<file path="config.mk">
export PLATFORM = sky130hd
export DESIGN_NAME = alu_share_arbiter
export DESIGN_NICKNAME = d
export VERILOG_FILES = /design/src/rtl/alu_share_arbiter.sv
export SDC_FILE = /design/constraint.sdc
export NUM_CORES = 1
export LEC_CHECK = 0
export ABC_AREA = 1
export CAP_MARGIN = 5
export CELL_PAD_IN_SITES_DETAIL_PLACEMENT = 1
export CELL_PAD_IN_SITES_GLOBAL_PLACEMENT = 1
export CORE_ASPECT_RATIO = 0.8
export CORE_UTILIZATION = 32
export CTS_CLUSTER_SIZE = 30
export DETAILED_ROUTE_END_ITERATION = 6
export GPL_TIMING_DRIVEN = 0
export HOLD_SLACK_MARGIN = 0.15
export PLACE_DENSITY_LB_ADDON = 0.1
export RECOVER_POWER = 100
export SYNTH_ARGS = -nofsm -noshare
export SYNTH_HDL_FRONTEND = slang
export SYNTH_SLANG_ARGS = --single-unit
</file>
<file path="constraint.sdc">
create_clock -name clk -period 2.3 [get_ports clk]
set_clock_uncertainty 0.15 [all_clocks]
set_input_delay 0.46 -clock clk [delete_from_list [all_inputs] [get_ports clk]]
set_output_delay 0.46 -clock clk [all_outputs]
set_load 0.02 [all_outputs]
</file>
<file path="src/rtl/alu_share_arbiter.sv">
// rtl/alu_share_arbiter.sv - round-robin arbiter sharing one registered add/subtract unit
// Optional saturating arithmetic: define ALU_ARB_SAT_EN.
module alu_share_arbiter #(
    parameter int N_REQ = 4,
    parameter int WIDTH = 16
) (
    input  logic                     clk,
    input  logic                     rst,
    input  logic [N_REQ-1:0]         req,
    input  logic [N_REQ-1:0]         op,
    input  logic [N_REQ*WIDTH-1:0]   a_bus,
    input  logic [N_REQ*WIDTH-1:0]   b_bus,
    output logic [N_REQ-1:0]         gnt,
    output logic [WIDTH-1:0]         res,
    output logic                     flag,
    output logic                     res_valid,
    output logic [$clog2(N_REQ)-1:0] res_id,
    output logic                     busy
);
    localparam int IDW = $clog2(N_REQ);
    localparam logic [IDW-1:0] LAST_RST = IDW'(N_REQ - 1);

    typedef enum logic [1:0] {S_IDLE, S_GNT, S_EXEC, S_DONE} state_t;

    state_t           state;
    state_t           state_nxt;
    logic [IDW-1:0]   last;
    logic [IDW-1:0]   cur_idx;
    logic [IDW-1:0]   win_idx;
    logic             win_found;
    logic             arb_take;
    logic [WIDTH-1:0] a_q;
    logic [WIDTH-1:0] b_q;
    logic             op_q;
    logic [WIDTH-1:0] a_arr [N_REQ];
    logic [WIDTH-1:0] b_arr [N_REQ];
    logic [WIDTH:0]   sum_w;
    logic [WIDTH:0]   diff_w;
    logic [WIDTH-1:0] alu_res;
    logic             alu_flag;

    for (genvar g = 0; g < N_REQ; g++) begin : g_slice
        assign a_arr[g] = a_bus[g*WIDTH +: WIDTH];
        assign b_arr[g] = b_bus[g*WIDTH +: WIDTH];
    end

    // Search begins one past the previous winner and wraps, so every requester gets a turn
    always_comb begin
        int               idx;
        logic [N_REQ-1:0] sh;
        idx       = 0;
        sh        = '0;
        win_idx   = last;
        win_found = 1'b0;
        for (int k = 1; k <= N_REQ; k++) begin
            idx = int'(last) + k;
            if (idx >= N_REQ) begin
                idx = idx - N_REQ;
            end
            sh = req >> idx;
            if (!win_found && sh[0]) begin
                win_idx   = IDW'(idx);
                win_found = 1'b1;
            end
        end
    end

    assign arb_take = ((state == S_IDLE) || (state == S_DONE)) && win_found;

    always_ff @(posedge clk) begin
        if (rst) begin
            state <= S_IDLE;
        end else begin
            state <= state_nxt;
        end
    end

    always_comb begin
        state_nxt = state;
        case (state)
            S_IDLE,
            S_DONE:  state_nxt = arb_take ? S_GNT : S_IDLE;
            S_GNT:   state_nxt = S_EXEC;
            S_EXEC:  state_nxt = S_DONE;
            default: state_nxt = S_IDLE;
        endcase
    end

    always_comb begin
        gnt       = '0;
        res_valid = 1'b0;
        busy      = 1'b0;
        if (state == S_GNT) begin
            gnt = N_REQ'(1) << cur_idx;
        end
        if (state == S_DONE) begin
            res_valid = 1'b1;
        end
        if (state != S_IDLE) begin
            busy = 1'b1;
        end
    end

    // Carry and borrow both fall out of the extra top bit of the widened result
    always_comb begin
        sum_w  = {1'b0, a_q} + {1'b0, b_q};
        diff_w = {1'b0, a_q} - {1'b0, b_q};
        if (op_q) begin
            alu_flag = diff_w[WIDTH];
            alu_res  = diff_w[WIDTH-1:0];
        end else begin
            alu_flag = sum_w[WIDTH];
            alu_res  = sum_w[WIDTH-1:0];
        end
`ifdef ALU_ARB_SAT_EN
        if (alu_flag) begin
            alu_res = op_q ? '0 : '1;
        end
`else
        alu_res = alu_res;
`endif
    end

    always_ff @(posedge clk) begin
        if (rst) begin
            last    <= LAST_RST;
            cur_idx <= '0;
            a_q     <= '0;
            b_q     <= '0;
            op_q    <= 1'b0;
            res     <= '0;
            flag    <= 1'b0;
            res_id  <= '0;
        end else begin
            if (arb_take) begin
                last    <= win_idx;
                cur_idx <= win_idx;
            end
            if (state == S_GNT) begin
                a_q  <= a_arr[cur_idx];
                b_q  <= b_arr[cur_idx];
                op_q <= op[cur_idx];
            end
            if (state == S_EXEC) begin
                res    <= alu_res;
                flag   <= alu_flag;
                res_id <= cur_idx;
            end
        end
    end

endmodule
</file>
Word level (Yosys, flattened, before mapping). Index checks and enable logic that the tools add are counted.

Register bits after elaboration: 58. Bits in latches: 0. RAM bits: 0. Memory bits (read-only): 0. Input bits: 138. Output and inout bits: 25. Logic and storage cells: 72. Memories: 0.

Add/subtract/negate cells: 10. Multipliers: 0. Div/mod/pow operators: 0. Order comparisons: 6. Eq/ne operators: 3. Shifts and indexed selects: 5. Mux-type cells: 27. Bitwise gates (word level): 1. Reductions and logical operators: 11.

Operators by type and width (count): $mux W32 (4); $shr A4 B32 Y1 (4); $mux W16 (5); $bmux W16 S2 (2); $add A16 B16 Y17 (1); $sub A16 B16 Y17 (1); $ge A3 B3 Y1 const B (4); $sub A3 B3 Y4 const B (3); $mux W1 (9); $mux W2 (4); $add A2 B2 Y3 const B (2); $pmux W2 S3 (1); $sub A4 B3 Y5 const B (1); $add A2 B3 Y4 const B (1); $eq A2 B2 Y1 const B (2); $ge A4 B3 Y1 const B (1); $logic_and A1 B1 Y1 (4); $mux W4 (1); $shl A1 B2 Y4 const A (1); $add A2 B1 Y3 const B (1); $logic_not A1 Y1 (3); $lt A2 B3 Y1 const B (1); $not A2 Y3 (1); $bmux W1 S2 (1); other kinds (5) (5).

Longest topological paths before layout.
Depth in word-level cells: 17. Mapped depth: 16. Depth with buffers taken out: 15.

Worst setup path after synthesis. OpenSTA, ideal clock, no wires.

Kind: register -> output. Start point: register state[1]. End point: output gnt[1]. Arrival time: 1408 ps. Required time: 1690 ps. Slack: 282 ps. Stages on the path, launching flop included: 6. Buffers on the path: 1. Cells stage by stage: dfxtp_1 inv_1 ha_1 clkbuf_1 inv_1 nor3_1.

Longest elaborated chain between the ends: 2.

Ends and longest elaborated chain: start, declared (line 25) `state_t state;`; start signal, assigned (line 74) `state <= state_nxt;`; $eq A2 B1 Y1 (line 93) `if (state == S_GNT) begin`; $mux W4 (line 93); end, declared (line 13) `output logic [N_REQ-1:0] gnt,`.

No other way between the ends.

Worst setup path after layout.
Start point: register b_q[9]. End point: register res[10].

Longest elaborated chain between the ends: 2. Elaborated cells on any way between the ends: 3. Classes of those cells: 2 x add/sub; 1 x mux.

Ends and longest elaborated chain: start, declared (line 33) `logic [WIDTH-1:0] b_q;`; start signal, assigned (line 141) `b_q <= b_arr[cur_idx];`; $add A16 B16 Y17 / $sub A16 B16 Y17 (equally long branches) (line 106, 107); $mux W16 * (line 108) `if (op_q) begin`; end signal, assigned (line 145) `res <= alu_res;`; end, declared (line 14) `output logic [WIDTH-1:0] res,`.

Every way passes the cells marked *; elsewhere a longest branch is shown, timed or not. A chain may end at the register's enable or synchronous reset.

==> impl_metrics.py <==
metrics = {
    "global_routing": {
        "grt_pass1_vias": 6436,
        "overflow": 0,
        "grt_max_degree": 20,
        "grt.total_usage_pct": 28.0,
        "grt_pass1_wl_um": 34900,
        "antenna_found_initial": 1,
    },
    "cells_and_area": {
        "instances_no_fill": 1207,
        "fin_area_um2": 7560,
        "mostFrequentLayoutCells": "nand2_1 (179), clkdlybuf4s50_1 (137), nand3_1 (116)",
        "fillCellCount": 2071,
        "finish.net_count": 1167,
        "syn_to_final_growth_pct": 46.2,
        "drive_above_1_share_pct": 7.87,
        "final_core_util_pct": 47.8,
        "final_common_cell": "nand2_1",
    },
    "hold_path": {
        "holdCritPathClass": "register to register",
        "hold_depth": 2,
    },
    "yosys": {
        "yosys_warnings": 0,
        "synth-seq-cells": 58,
        "synth_async_sr_flop_share_pct": 0,
        "synth_edf_count": 0,
        "seq_area_frac_synth_pct": 22.5,
        "syn_area_um2": 5170,
        "synth.distinct_cells": 35,
        "syn_area_per_cell_um2": 6.34,
        "synth-main-ff-cell": "dfxtp_1",
        "synth_fp_nets": 996,
        "synthCells": 815,
    },
    "cts": {
        "clock-sinks": 58,
        "clk_latency_ps": 340,
        "cts_tree": "yes",
        "ctsHoldBuffers": 0,
        "cts-root-buf": "clkbuf_16",
        "htree_levels": 3,
        "cts_buffers": 9,
        "clk_pin_slew_ps": 60,
        "cts.path.max_buffers": 2,
    },
    "worst_setup_path": {
        "critPathSlowestCell": "o21ai_0",
        "worst-setup-path-type": "register to register",
        "worstPathCellList": "inv_1, ha_4, o21ai_0, inv_1, nand2_1, inv_1, nand2_1, nand2_1, o211ai_1, nand3_1, nand2_1, inv_1",
        "start_kind": "register",
        "slowest_delay_ps": 460,
        "worstPathArrival_ps": 2310,
        "critical_path.max_fanout": 8,
        "cp_data_required_time_ps": 2380,
        "worst_setup_path_end_kind": "register",
        "rr_worst_depth": 12,
    },
    "routing": {
        "drtAntennaViolNets": 0,
        "drc": 0,
        "drt-wirelength-per-cell_um": 18.6,
        "drtIter0Drc": 358,
        "via_per_inst": 5.25,
        "vias": 6333,
        "routed_wirelength_um": 22400,
        "drt-pass1-iter-count": 6,
    },
    "power_and_ir_drop": {
        "finalPower_uw": 10500,
        "p_leak_uw": 0.00340,
        "ir_drop_mv": 0.521,
        "powerDensity_nw_per_um2": 1390,
    },
    "die": {
        "fp.dieH_um": 116,
        "io_pins": 163,
        "start_util_pct": 32.7,
        "dieArea_um2": 16700,
        "die_x_um": 144,
        "fp-row-count": 41,
        "core_area_um2": 15800,
    },
    "timing": {
        "setup_viol": 0,
        "tightest_slew_ps": 682,
        "max_freq_mhz": 448,
        "fin_crit_ps": 2230,
        "hold_violations": 0,
        "max-slew-margin-rel_pct": 54.6,
        "worst_slack_ps": 68.7,
        "maxSlewViolCount": 0,
        "period_share_pct": 97.0,
    },
    "placed_design": {
        "port_buffers": 161,
        "gp_congestion": 0.893,
        "placed_cells": 1191,
        "dpl_cell_area_um2": 7050,
        "detailed_place_hpwl_um": 18200,
        "post-place-ws_ps": -440,
    },
    "flow_run": {
        "drv_cap": 0,
    },
    "outcome": {
        "status": "finished clean",
    },
}
==> timing repair <==
item	4_1_cts	5_1_grt
resized for setup	23	40
pin swaps	0	1
endpoints found under the setup margin	9	17
buffers inserted	0	2
==> power breakdown <==
group / leakage, uW / internal, uW / switching [uW]
combinational: 0.00275 / 2560 / 4510
sequential: 0.000479 / 1420 / 413
clock: 0.000169 / 1120 / 503
total: 0.00340 / 5100 / 5430
==> layout make-up <==
| class | instances | area [um2] | area share (%) |
|---|---|---|---|
| multi-input combinational | 598 | 3440 | 45.6 |
| timing repair buffer | 163 | 1600 | 21.2 |
| sequential | 58 | 1170 | 15.5 |
| inverter | 113 | 435 | 5.76 |
| buffer | 43 | 284 | 3.76 |
| tap | 215 | 269 | 3.56 |
| clock buffer | 12 | 256 | 3.39 |
| clock inverter | 4 | 97.6 | 1.29 |
| antenna | 1 | 2.50 | 0.0331 |
==> sequential cells by signal, indices dropped and copies added (netlist names) <==
register / flops
state: 2
res: 16
flag: 1
op_q: 1
last: 2
cur_idx: 2
a_q: 16
b_q: 16
res_id: 2
==> cells by family (layout without fill, tap and decap cells) <==
logic type / after synthesis / after routing / synth area share [%]
AO/OA/AOI/OAI: 164 / 164 / 20.4
AND/OR/NAND/NOR: 388 / 388 / 32.0
adder cells (fa/ha/maj): 43 / 43 / 10.7
flip-flops: 58 / 58 / 22.5
buffers and inverters: 159 / 335 / 13.9
XOR/XNOR: 3 / 3 / 0.508
other: 0 / 1 / 0
==> Yosys cell counts, drive strengths merged (2+ instances only) <==
master	count	area share (%)
and2	3	0.36
nor3	3	0.29
nand3	119	12
clkbuf	22	2.0
fa	2	0.77
inv	112	8.3
nand2	183	13
a41oi	33	5.6
dfxtp	58	22
o21bai	3	0.44
o211ai	5	0.73
nand4	6	0.73
nand3b	3	0.44
nor2	71	5.2
a21oi	29	2.8
o21ai	58	5.6
buf	22	2.8
xor2	3	0.51
ha	41	9.9
a22oi	33	4.8
==> worst max-delay path: cells and delay by family, from the launching register on <==
family / cells / cell delay [ps]
fa+ha+maj: 1 / 270
compound gates: 2 / 560
buf+inv: 4 / 260
simple gates: 5 / 490
flops: 1 / 390
==> path summary, 6_finish.rpt <==
kind	from	end	slack, ps
hold reg to reg	flag	flag	320
setup reg to reg	b_q[9]	res[10]	70
hold / removal	flag	flag	320
setup / recovery	b_q[9]	res[10]	70
==> metal layers <==
metal | track usage, % | vias up | share of wire, %
met2 | 46.1 | 198 | 46
met3 | 6.07 | 34 | 5.8
met4 | 8.58 | 0 | 2.5
met1 | 36.5 | 3019 | 46
li1 | - | 3082 | -
met5 | 0 | - | 0
==> per-stage QoR <==
step / hold WS (ps) / TNS (ps)
floorplan: 370 / 0
global placement: 316 / -1460
detailed placement: 321 / -1580
CTS: 328 / 0
global route: 341 / -122
finish: 322 / 0
Power figures use the tool's default switching activity.
